`src/rtl/rob_commit_if.sv`:
```
// Dispatch / CDB / commit bundle for the reorder buffer.
// master = dispatch + functional-unit side, slave = the ROB itself.
interface rob_commit_if #(
  parameter int TAG_W  = 3,
  parameter int REG_W  = 4,
  parameter int OPC_W  = 4,
  parameter int DATA_W = 16
);
  logic              alloc_valid;
  logic              alloc_ready;
  logic [OPC_W-1:0]  alloc_opcode;
  logic [REG_W-1:0]  alloc_dest;
  logic [TAG_W-1:0]  alloc_tag;
  logic              cdb_valid;
  logic [TAG_W-1:0]  cdb_tag;
  logic [DATA_W-1:0] cdb_data;
  logic [TAG_W-1:0]  rd_tag;
  logic              rd_ready;
  logic [DATA_W-1:0] rd_data;
  logic              commit_valid;
  logic [REG_W-1:0]  commit_reg;
  logic [DATA_W-1:0] commit_data;
  logic [TAG_W-1:0]  commit_tag;
  logic [TAG_W:0]    rob_count;
  logic              rob_full;
  logic              rob_empty;
  logic              cdb_err;

  modport master (
    output alloc_valid, alloc_opcode, alloc_dest, cdb_valid, cdb_tag, cdb_data, rd_tag,
    input  alloc_ready, alloc_tag, rd_ready, rd_data, commit_valid, commit_reg,
           commit_data, commit_tag, rob_count, rob_full, rob_empty, cdb_err
  );

  modport slave (
    input  alloc_valid, alloc_opcode, alloc_dest, cdb_valid, cdb_tag, cdb_data, rd_tag,
    output alloc_ready, alloc_tag, rd_ready, rd_data, commit_valid, commit_reg,
           commit_data, commit_tag, rob_count, rob_full, rob_empty, cdb_err
  );
endinterface

```
`src/rtl/rob_commit.sv`:
```
// Eight-entry reorder buffer: in-order allocate at tail, out-of-order CDB
// result writes, in-order retirement of at most one head entry per cycle.
module rob_commit #(
  parameter int ROB_DEPTH = 8,
  parameter int TAG_W     = 3,
  parameter int REG_W     = 4,
  parameter int OPC_W     = 4,
  parameter int DATA_W    = 16
) (
  input  logic         clk,
  input  logic         rst,
  rob_commit_if.slave  bus
);
  localparam logic [TAG_W:0] FULL_CNT = (TAG_W+1)'(ROB_DEPTH);

  logic [ROB_DEPTH-1:0] busy_q;
  logic [ROB_DEPTH-1:0] ready_q;
  logic [OPC_W-1:0]     opcode_q [ROB_DEPTH];
  logic [REG_W-1:0]     dest_q   [ROB_DEPTH];
  logic [DATA_W-1:0]    data_q   [ROB_DEPTH];
  logic [TAG_W-1:0]     head_q;
  logic [TAG_W-1:0]     tail_q;
  logic [TAG_W:0]       count_q;
  logic                 cdb_err_q;

  logic alloc_fire;
  logic cdb_fire;
  logic commit_fire;
  logic rd_fwd;
  logic head_opcode_unused;

  assign bus.rob_full    = (count_q == FULL_CNT);
  assign bus.rob_empty   = (count_q == '0);
  assign bus.alloc_ready = !bus.rob_full;
  assign bus.alloc_tag   = tail_q;
  assign bus.rob_count   = count_q;
  assign bus.cdb_err     = cdb_err_q;

  assign alloc_fire  = bus.alloc_valid && !bus.rob_full;
  assign cdb_fire    = bus.cdb_valid && busy_q[bus.cdb_tag];
  assign commit_fire = busy_q[head_q] && ready_q[head_q];

  // A result on the CDB this cycle is visible to dispatch before it lands in the entry.
  assign rd_fwd      = bus.cdb_valid && (bus.cdb_tag == bus.rd_tag) && busy_q[bus.rd_tag];
  assign bus.rd_ready = rd_fwd || ready_q[bus.rd_tag];
  assign bus.rd_data  = rd_fwd ? bus.cdb_data : data_q[bus.rd_tag];

  // Opcode is kept per entry for debug visibility only.
  assign head_opcode_unused = ^opcode_q[head_q];

  always_ff @(posedge clk or posedge rst) begin
    if (rst) begin
      busy_q           <= '0;
      ready_q          <= '0;
      head_q           <= '0;
      tail_q           <= '0;
      count_q          <= '0;
      cdb_err_q        <= 1'b0;
      bus.commit_valid <= 1'b0;
      bus.commit_reg   <= '0;
      bus.commit_data  <= '0;
      bus.commit_tag   <= '0;
    end else begin
      bus.commit_valid <= commit_fire;
      if (cdb_fire) ready_q[bus.cdb_tag] <= 1'b1;
      if (bus.cdb_valid && !busy_q[bus.cdb_tag]) cdb_err_q <= 1'b1;
      if (commit_fire) begin
        busy_q[head_q]  <= 1'b0;
        bus.commit_reg  <= dest_q[head_q];
        bus.commit_data <= data_q[head_q];
        bus.commit_tag  <= head_q;
        head_q          <= head_q + TAG_W'(1);
      end
      // head==tail with a busy head means full, so allocate never hits the committing slot.
      if (alloc_fire) begin
        busy_q[tail_q]  <= 1'b1;
        ready_q[tail_q] <= 1'b0;
        tail_q          <= tail_q + TAG_W'(1);
      end
      count_q <= count_q + (TAG_W+1)'(alloc_fire) - (TAG_W+1)'(commit_fire);
    end
  end

  always_ff @(posedge clk) begin
    if (alloc_fire) begin
      opcode_q[tail_q] <= bus.alloc_opcode;
      dest_q[tail_q]   <= bus.alloc_dest;
    end
    if (cdb_fire) data_q[bus.cdb_tag] <= bus.cdb_data;
  end
endmodule

```
`src/flat_wrapper.sv`:
```
// flat-port wrapper written by rule: the top's interface ports become plain ports
module rob_commit_flat 
#(
  parameter int ROB_DEPTH = 8,
  parameter int TAG_W     = 3,
  parameter int REG_W     = 4,
  parameter int OPC_W     = 4,
  parameter int DATA_W    = 16
)
  (clk, rst, bus_alloc_valid, bus_alloc_opcode, bus_alloc_dest, bus_cdb_valid, bus_cdb_tag, bus_cdb_data, bus_rd_tag, bus_alloc_ready, bus_alloc_tag, bus_rd_ready, bus_rd_data, bus_commit_valid, bus_commit_reg, bus_commit_data, bus_commit_tag, bus_rob_count, bus_rob_full, bus_rob_empty, bus_cdb_err);
  rob_commit_if #(.TAG_W(TAG_W), .REG_W(REG_W), .OPC_W(OPC_W), .DATA_W(DATA_W)) bus_i ();
  input  logic clk;
  input  logic rst;
  input wire logic [$bits(bus_i.alloc_valid)-1:0] bus_alloc_valid;
  input wire logic [$bits(bus_i.alloc_opcode)-1:0] bus_alloc_opcode;
  input wire logic [$bits(bus_i.alloc_dest)-1:0] bus_alloc_dest;
  input wire logic [$bits(bus_i.cdb_valid)-1:0] bus_cdb_valid;
  input wire logic [$bits(bus_i.cdb_tag)-1:0] bus_cdb_tag;
  input wire logic [$bits(bus_i.cdb_data)-1:0] bus_cdb_data;
  input wire logic [$bits(bus_i.rd_tag)-1:0] bus_rd_tag;
  output wire logic [$bits(bus_i.alloc_ready)-1:0] bus_alloc_ready;
  output wire logic [$bits(bus_i.alloc_tag)-1:0] bus_alloc_tag;
  output wire logic [$bits(bus_i.rd_ready)-1:0] bus_rd_ready;
  output wire logic [$bits(bus_i.rd_data)-1:0] bus_rd_data;
  output wire logic [$bits(bus_i.commit_valid)-1:0] bus_commit_valid;
  output wire logic [$bits(bus_i.commit_reg)-1:0] bus_commit_reg;
  output wire logic [$bits(bus_i.commit_data)-1:0] bus_commit_data;
  output wire logic [$bits(bus_i.commit_tag)-1:0] bus_commit_tag;
  output wire logic [$bits(bus_i.rob_count)-1:0] bus_rob_count;
  output wire logic [$bits(bus_i.rob_full)-1:0] bus_rob_full;
  output wire logic [$bits(bus_i.rob_empty)-1:0] bus_rob_empty;
  output wire logic [$bits(bus_i.cdb_err)-1:0] bus_cdb_err;
  assign bus_i.alloc_valid = bus_alloc_valid;
  assign bus_i.alloc_opcode = bus_alloc_opcode;
  assign bus_i.alloc_dest = bus_alloc_dest;
  assign bus_i.cdb_valid = bus_cdb_valid;
  assign bus_i.cdb_tag = bus_cdb_tag;
  assign bus_i.cdb_data = bus_cdb_data;
  assign bus_i.rd_tag = bus_rd_tag;
  assign bus_alloc_ready = bus_i.alloc_ready;
  assign bus_alloc_tag = bus_i.alloc_tag;
  assign bus_rd_ready = bus_i.rd_ready;
  assign bus_rd_data = bus_i.rd_data;
  assign bus_commit_valid = bus_i.commit_valid;
  assign bus_commit_reg = bus_i.commit_reg;
  assign bus_commit_data = bus_i.commit_data;
  assign bus_commit_tag = bus_i.commit_tag;
  assign bus_rob_count = bus_i.rob_count;
  assign bus_rob_full = bus_i.rob_full;
  assign bus_rob_empty = bus_i.rob_empty;
  assign bus_cdb_err = bus_i.cdb_err;
  rob_commit #(.ROB_DEPTH(ROB_DEPTH), .TAG_W(TAG_W), .REG_W(REG_W), .OPC_W(OPC_W), .DATA_W(DATA_W)) u_core (.clk(clk), .rst(rst), .bus(bus_i));
endmodule
```
`config.mk`:
```
export PLATFORM = sky130hd
export DESIGN_NAME = rob_commit_flat
export DESIGN_NICKNAME = d
export VERILOG_FILES = /design/src/rtl/rob_commit_if.sv /design/src/rtl/rob_commit.sv /design/src/flat_wrapper.sv
export SDC_FILE = /design/constraint.sdc
export NUM_CORES = 1
export LEC_CHECK = 0
export CAP_MARGIN = 20
export CORE_AREA = 5 5 173 175
export DETAILED_ROUTE_END_ITERATION = 8
export DIE_AREA = 0 0 178 180
export GPL_TIMING_DRIVEN = 0
export SETUP_SLACK_MARGIN = 0.05
export SKIP_LAST_GASP = 1
export SYNTH_ARGS = -nofsm -noshare
export SYNTH_HDL_FRONTEND = slang
export SYNTH_SLANG_ARGS = --single-unit
```
`constraint.sdc`:
```
create_clock -name clk -period 3.2 [get_ports clk]
set_clock_uncertainty 0.1 [all_clocks]
set_input_delay 0.48 -clock clk [delete_from_list [all_inputs] [get_ports clk]]
set_output_delay 0.48 -clock clk [all_outputs]
set_load 0.02 [all_outputs]
```
=== After elaboration in Yosys (flattened, before gate mapping) ===
Memory sizes are Yosys's and may differ from the RTL's. A register that Yosys moved wholly into a read port is not among the register bits.
Index checks and enable logic that the tools add are counted.

* Output and inout bits: 52
* Bits of input ports: 34
* Logic and storage cells: 67
* Register bits after elaboration: 31
* Memories: 2
* RAM bits: 160

* Eq/ne operators: 2
* Muxes and demuxes: 25
* Add/sub/neg operators: 4
* Bitwise logic cells: 6
* Reductions and logical operators: 13
* $lt $le $gt $ge: 7

{| class="wikitable"
|+ Memories
! memory !! depth !! bits a word !! read ports !! clocked after Yosys merged registers in !! write ports !! RTL line !! source
|-
| u_core.data_q || 8 || 16 || 2 || 1 || 1 || rob_commit.sv:20 || <nowiki>logic [DATA_W-1:0] data_q [ROB_DEPTH];</nowiki>
|-
| u_core.dest_q || 8 || 4 || 1 || 1 || 1 || rob_commit.sv:19 || <nowiki>logic [REG_W-1:0] dest_q [ROB_DEPTH];</nowiki>
|}

{| class="wikitable"
|+ Operators with widths
! operator !! count
|-
| 8-bit two-way mux || 4
|-
| 8-bit AND || 2
|-
| 3-bit by 4-bit < comparator with 1-bit output (second input constant) || 4
|-
| 16-bit two-way mux || 1
|-
| 8-bit NOT || 2
|-
| 8-bit bitwise OR || 2
|-
| 1-bit binary-select mux with 3-bit select || 5
|-
| 1-bit two-way mux || 12
|-
| 1-bit demux with 3-bit select || 3
|-
| 3-bit by 1-bit greater-or-equal comparator with 1-bit output (second input constant) || 3
|-
| 1-bit logical AND || 9
|-
| 3-bit by 1-bit adder with 3-bit output (second input constant) || 2
|-
| 4-bit by 1-bit adder with 4-bit output || 1
|-
| 4-bit equality test (second input constant) || 1
|-
| 4-bit logical NOT || 1
|-
| 4-bit by 1-bit subtractor with 4-bit output || 1
|-
| 3-bit equality test || 1
|-
| 1-bit logical NOT || 2
|-
| 1-bit logical OR || 1
|}

=== Depth between registers and ports, before layout ===
Gate-level depths: netlist (run 1).

* Depth in word-level cells: 9
* Depth in mapped cells: 11
* Depth with buffers taken out: 9

=== Least setup slack after synthesis (run 1) ===
No wires, ideal clock.

* Path kind: input to output
* Start point: input bus_rd_tag[0]
* End point: output bus_rd_data[10]
* Cell stages on the path: 5
* Path buffers: 2
* Path slack: 462 ps
* Data required time: 2,620 ps
* Data arrival time: 2,158 ps
* Cell sequence: buf_2 buf_2 mux4_2 mux2_2 mux2_1

* Word-level cells in the longest chain between the ends: 4
* Elaborated cells between the ends (all ways): 7
* Those cells by class: eq/ne: 1; mux: 3; reduce/logical: 2; memory: 1

{| class="wikitable"
|+ Ends and longest elaborated chain
! what !! RTL line !! source
|-
| start, declared || flat_wrapper.sv:20 || <nowiki>input wire logic [$bits(bus_i.rd_tag)-1:0] bus_rd_tag;</nowiki>
|-
| 1-bit binary-select mux with 3-bit select / 3-bit equality test (equally long branches) || rob_commit.sv:44 || <nowiki>assign rd_fwd = bus.cdb_valid && (bus.cdb_tag == bus.rd_tag) && busy_q[bus.rd_tag];</nowiki>
|-
| 1-bit two-way mux (not written as such) / 1-bit logical AND (equally long branches) || rob_commit.sv:44 ||
|-
| 1-bit logical AND || rob_commit.sv:44 ||
|-
| 16-bit two-way mux (*) || rob_commit.sv:46 || <nowiki>assign bus.rd_data = rd_fwd ? bus.cdb_data : data_q[bus.rd_tag];</nowiki>
|-
| end, declared || flat_wrapper.sv:24 || <nowiki>output wire logic [$bits(bus_i.rd_data)-1:0] bus_rd_data;</nowiki>
|}

Every way passes the cells marked *; elsewhere a longest branch is shown, timed or not. The select of a mux whose other input is x is not followed.

=== Final worst setup path (run 1) ===
* Start point: input bus_rd_tag[1]
* End point: output bus_rd_ready

* Word-level cells in the longest chain between the ends: 4
* Elaborated cells between the ends (all ways): 8
* Those cells by class: eq/ne: 1; mux: 4; reduce/logical: 3

{| class="wikitable"
|+ Ends and longest elaborated chain
! what !! RTL line !! source
|-
| 1-bit binary-select mux with 3-bit select / 3-bit equality test (equally long branches) || rob_commit.sv:44 ||
|-
| 1-bit two-way mux (not written as such) / 1-bit logical AND (equally long branches) || rob_commit.sv:44 ||
|-
| 1-bit logical AND || rob_commit.sv:44 ||
|-
| 1-bit logical OR (*) || rob_commit.sv:45 || <nowiki>assign bus.rd_ready = rd_fwd || ready_q[bus.rd_tag];</nowiki>
|-
| end, declared || flat_wrapper.sv:23 || <nowiki>output wire logic [$bits(bus_i.rd_ready)-1:0] bus_rd_ready;</nowiki>
|}

Marked as above.

==> results of run 1 <==
## Yosys cell counts (6+ instances only)
library cell  number  area, um2
ha_1               8        100
nor2_1            16       60.1
clkbuf_1          15       56.3
dfrtp_1           51       1280
inv_1             15       56.3
buf_2             12       60.1
o21ai_0           10       50.1
mux4_2            77       1730
nand3_1            6       30.0
nand2_1           76        285
edfxtp_1         160       4800
mux2_2            54        608
## cell families after synthesis
family / Yosys count / synth area share [%]
AOI/OAI and AO/OA: 35 / 2.75
xor gates and xnor gates: 7 / 0.630
adders and majority gates: 9 / 1.23
buffers and inverters: 50 / 2.28
DFF: 211 / 62.5
muxes: 140 / 25.4
and+or+nand+nor: 118 / 5.26
## through the flow
step	utilization, %	cells	setup slack [ps]
after floorplan	-	570	462
after global placement	38.8	1030	-588
after detailed placement	39.4	1039	-604
after CTS	42.5	1087	-66.8
after global routing	42.6	1088	46.7
final	42.6	1088	54.5
## report_power, final
group | internal, uW | switching [uW]
Sequential | 3410 | 331
Combinational | 1800 | 1910
Clock | 1640 | 1090
## path summary, 6_finish.rpt
check,startpoint,endpoint,cells after the start
max in group asynchronous,rst,u_core.busy_q[7],3
worst min register to register,u_core.bus.cdb_err,u_core.bus.cdb_err,1
min in group clk,u_core.bus.cdb_err,u_core.bus.cdb_err,1
worst max-delay path,bus_rd_tag[1],bus_rd_ready,6
worst max register to register,u_core.head_q[0],u_core.bus.rob_count[2],10
worst min-delay path,rst,u_core.bus.commit_data[12],2
## final cells by class
class / count / area share (%)
timing repair buffer: 90 / 8.03
clock inverter: 12 / 1.06
tap: 384 / 3.98
clock buffer: 32 / 5.56
sequential: 211 / 50.4
multi-input combinational: 309 / 28.7
inverter: 16 / 0.498
buffer: 34 / 1.74
## metal layers
layer	track usage, %	wire (um)	vias up
li1	-	-	2480
met1	21.3	10500	2979
met2	27.4	13000	223
met3	2.65	1660	39
met4	3.93	445	0
met5	0	0	-
## worst max-delay path, cell delays in order
cell and delay, ps:
buf_4 200, clkdlybuf4s18_2 490, mux4_2 380, mux2i_1 220
o21ai_0 210, clkdlybuf4s50_1 590
## repair_timing
action | 4_1_cts | 5_1_grt
resized for setup | 56 | 3
buffers inserted | 4 | 1
pin swaps | 3 | 2
endpoints found under the hold margin | 0 | 0
setup endpoints to repair | 20 | 12
==> metrics.yaml, run 1 <==
outcome:
  run_status: "complete, no violations"
timing:
  tightest_slew_ps: 852
  max_slew_margin_pct: 43.2
  hold_slack_ps: 162
  finalHoldViolCount: 0
  fin_setup_tns_ps: 0
  finalSetupViolCount: 0
  rsz0062_at_grt: "true"
  min_period_over_period_pct: 98.3
  slew_viol_final: 0
  fmax_mhz: 318
  finalCriticalPeriod_ps: 3150
layout:
  mostFrequentLayoutCell: "edfxtp_1"
  largest_register_ffs: 128
  regMostFlops: "u_core.data_q"
  reg.largest.list: "u_core.data_q x128, u_core.dest_q x32, u_core.bus.commit_data x16"
  drive_gt1_share_pct: 32.8
  fin_area_um2: 12100
  syn_to_final_growth_pct: 23.9
  fillers: 2489
  regArea_um2: 6080
  antennaDiodeCount: 0
  multi_input_area_um2: 3460
  nets: 729
  layout_common_cells: "edfxtp_1 (160), mux4_2 (77), nand2_1 (76), clkdlybuf4s50_1 (60), mux2_2 (54)"
floorplan:
  fp.dieArea_um2: 32000
  ioPinCount: 86
  die_w_um: 178
  row_count: 62
  initial_core_util_pct: 34.4
  core_um2: 28300
  die_height_um: 180
critical_path:
  worst-endpoint-required_ps: 2620
  cp.arrival_ps: 2570
  rrSetupSlack_ps: 340
  endpoint_kind: "output pin"
  startpoint_type: "input port"
  worstPathMaxFanout: 10
  critPathKind: "input port to output pin"
clock_network:
  hold_buffers: 0
  cts_tree: "done"
  clockRootBuffer: "clkbuf_16"
  clkTransAtPathRegs_ps: 60
  h-tree-depth: 1
  clk_latency_ps: 520
  clockBufferDepth: 3
  cts_buffers: 24
  cts_sinks: 211
synthesis:
  syn_inst: 570
  synth-edff-count: 160
  yosysWarnings: 0
  syn-cell-area_um2: 9730
  seq_area_frac_synth_pct: 62.5
  syn_nets: 613
  syn_avg_cell_area_um2: 17.1
  synth-main-ff-cell: "edfxtp_1"
  yosysUniqueCellTypes: 46
  async_flop_share_pct: 24.2
  synth-seq-cells: 211
global_route:
  grt_max_degree: 42
  grt_pass1_vias: 6226
  grt_antenna_before_repair: 0
  grt_overflow: 0
  grt_pass1_wl_um: 39200
  grt.total_usage_pct: 16.0
power:
  ir_drop_mv: 0.347
  p_total_uw: 10200
  power_density_nw_per_um2: 845
  p_leak_uw: 0.00428
placement:
  placed_area_um2: 11200
  dpl.hpwl_um: 17500
  io_buffers: 76
  gp_congestion: 0.847
route:
  wl_per_cell_um: 23.5
  drtPass1Iterations: 5
  wl_um: 25600
  via_per_inst: 5.26
  drc: 0
  vias: 5721
  drtIter0Drc: 506
  ant_nets: 0
flow_run:
  cap_violations: 0
min_path:
  hp-class: "input port to async pin"
Note: power is estimated with default switching activity, not from simulation.
==> inputs of run 2 (changes only) <==
--- a/config.mk
+++ b/config.mk
@@ -8,5 +8,5 @@
 export CAP_MARGIN = 20
-export CORE_AREA = 5 5 173 175
+export CORE_AREA = 8 8 176 178
 export DETAILED_ROUTE_END_ITERATION = 8
-export DIE_AREA = 0 0 178 180
+export DIE_AREA = 0 0 184 186
 export GPL_TIMING_DRIVEN = 0
--- a/constraint.sdc
+++ b/constraint.sdc
@@ -4,2 +4,2 @@
 set_output_delay 0.48 -clock clk [all_outputs]
-set_load 0.02 [all_outputs]
+set_load 0.1 [all_outputs]
==> run 2 against run 1 <==
Combinational power is 39% higher. Critical path depth is the same. Sequential share of layout area up 0.36 points. Setup slack better by 20 ps. Wire length is essentially flat. Via count rose by 1.4%. Critical path type is now flop to output pin. Largest power group is now combinational logic.
==> metrics.yaml, run 2 (synthesis results as in run 1) <==
layout:
  largest_register_ffs: 128  # unchanged
  layout_common_cells: "edfxtp_1 (160), mux4_2 (77), nand2_1 (76), mux2_2 (56), clkdlybuf4s50_1 (56)"  # was edfxtp_1 (160), mux4_2 (77), nand2_1 (76), clkdlybuf4s50_1 (60), mux2_2 (54)
  nets: 724  # was 729
  regMostFlops: "u_core.data_q"  # unchanged
  reg.largest.list: "u_core.data_q x128, u_core.dest_q x32, u_core.bus.commit_data x16"  # unchanged
  drive_gt1_share_pct: 33.5  # was 32.8%
  fillers: 2537  # was 2489
  mostFrequentLayoutCell: "edfxtp_1"  # unchanged
  final_util_pct: 42.4  # was 42.6%
  antennaDiodeCount: 0  # unchanged
  syn_to_final_growth_pct: 23.1  # was 23.9%
power:
  comb_power_share_pct: 44.4  # was 36.4%
  p_leak_uw: 0.00426  # was 0.00428 uW
  seqPwrFrac_pct: 32.3  # was 36.7%
  ir_drop_mv: 0.653  # was 0.347 mV
  sw_frac_of_total_pct: 41.1  # was 32.8%
  clock_power_share_pct: 23.3  # was 26.8%
  power_density_nw_per_um2: 970  # was 845 nW/um2
  power.internal_uw: 6840  # was 6850 uW
  p_total_uw: 11600  # was 10200 uW
  switching_power_uw: 4780  # was 3340 uW
timing:
  hold_slack_ps: 154  # was 162 ps
  fmax_mhz: 320  # was 318 MHz
  slew_viol_final: 0  # unchanged
  finalSetupViolCount: 0  # unchanged
  rsz0062_at_grt: "true"  # unchanged
  min_period_over_period_pct: 97.7  # was 98.3%
  finalCriticalPeriod_ps: 3130  # was 3150 ps
  tightest_slew_ps: 992  # was 852 ps
  max_slew_margin_pct: 33.7  # was 43.2%
  finalHoldViolCount: 0  # unchanged
floorplan:
  ioPinCount: 86  # unchanged
  initial_core_util_pct: 34.5  # was 34.4%
  row_count: 62  # unchanged
  fp.dieArea_um2: 34200  # was 32000 um2
  die_height_um: 186  # was 180 um
  die_w_um: 184  # was 178 um
  core_um2: 28200  # was 28300 um2
route:
  wl_per_cell_um: 23.6  # was 23.5 um
  ant_nets: 0  # unchanged
  drc: 0  # unchanged
  drtIter0Drc: 476  # was 506
  vias: 5802  # was 5721
  via_per_inst: 5.36  # was 5.26
  drtPass1Iterations: 5  # unchanged
  wl_um: 25600  # about the same
clock_network:
  cts_buffers: 23  # was 24
  hold_buffers: 0  # unchanged
  cts_sinks: 211  # unchanged
  cts_tree: "done"  # unchanged
  clockBufferDepth: 3  # unchanged
  clockRootBuffer: "clkbuf_16"  # unchanged
  h-tree-depth: 1  # unchanged
  clkTransAtPathRegs_ps: 60  # about the same
  clk_latency_ps: 510  # was 520 ps
critical_path:
  reg2reg_depth: 11  # was 10
  endpoint_kind: "output pin"  # unchanged
  worstPathMaxFanout: 10  # unchanged
  critPathMaxStageDelay_ps: 480  # was 590 ps
  cpMaxStageDelayCell: "mux4_2"  # was clkdlybuf4s50_1
  crit_chain: "mux4_2 > a22oi_2 > nor2_4 > buf_8 > mux2_2 > buf_4"  # was buf_4 > clkdlybuf4s18_2 > mux4_2 > mux2i_1 > o21ai_0 > clkdlybuf4s50_1
  critPathKind: "flop to output pin"  # was input port to output pin
  cp.arrival_ps: 2550  # was 2570 ps
  worst-endpoint-required_ps: 2620  # about the same
  startpoint_type: "flop"  # was input port
min_path:
  hp-class: "input port to async pin"  # unchanged
outcome:
  run_status: "complete, no violations"  # unchanged
global_route:
  grt.total_usage_pct: 15.1  # was 16.0%
  grt_pass1_vias: 6218  # was 6226
  grt_pass1_wl_um: 38600  # was 39200 um
  grt_max_degree: 42  # unchanged
  grt_overflow: 0  # unchanged
  grt_antenna_before_repair: 1  # was 0
flow_run:
  cap_violations: 0  # unchanged
placement:
  dpl.hpwl_um: 17600  # was 17500 um
  gp_congestion: 0.853  # was 0.847
  io_buffers: 76  # unchanged
run 2: layout make-up:
class	count	area (um2)	area share, %
sequential	211	6090	50.8
multi-input combinational	309	3460	28.8
timing repair buffer	86	927	7.74
clock buffer	33	653	5.45
tap	384	480	4.01
buffer	34	199	1.66
clock inverter	9	123	1.02
inverter	16	60.1	0.501
run 2: final timing paths:
path,from,end,slack [ps]
max,u_core.busy_q[7],bus_rd_data[6],70
min,rst,u_core.bus.commit_data[6],150
max reg2reg,u_core.head_q[1],u_core.bus.rob_count[2],280
min reg2reg,u_core.bus.cdb_err,u_core.bus.cdb_err,350
max in group asynchronous,rst,u_core.busy_q[7],2280
min in group clk,u_core.bus.cdb_err,u_core.bus.cdb_err,350
run 2: timing repair:
| action | CTS | global route |
|---|---|---|
| pin swaps | 2 | 2 |
| resized for setup | 114 | 19 |
| setup endpoints to repair | 22 | 15 |
| buffers inserted | 1 | 0 |
run 2: critical path, delay by kind of cell (launching register included):
| kind | cells | cell delay, ps |
|---|---|---|
| compound gates | 1 | 270 |
| buf+inv | 2 | 470 |
| flops | 1 | 440 |
| mux | 2 | 730 |
| simple gates | 1 | 120 |
run 2: metal layers:
metal,vias up,routed length (um),global-route usage (%)
met4,2,664,4.94
met5,-,9,0
met2,240,12700,25.8
met3,63,1900,3.12
li1,2465,-,-
met1,3032,10300,19.1
run 2: through the flow:
stage | cells | setup TNS, ps | worst slack (ps) | area, um2
2_1_floorplan | 570 | 0 | 120 | 9740
3_3_place_gp | 1030 | -68120 | -1110 | 11000
3_5_place_dp | 1039 | -16180 | -1120 | 11200
4_1_cts | 1082 | 0 | 23.5 | 11900
5_1_grt | 1082 | -3.64 | -3.64 | 12000
6_report | 1082 | 0 | 74.1 | 12000
run 2: power by group through the flow:
stage / logic [uW] / clock network, uW / registers (uW)
2_1_floorplan: 2460 / 0 / 5120
3_3_place_gp: 5070 / 0 / 3780
3_5_place_dp: 5180 / 0 / 3800
4_1_cts: 5200 / 2770 / 3750
5_1_grt: 5470 / 2860 / 3810
6_report: 5150 / 2710 / 3760
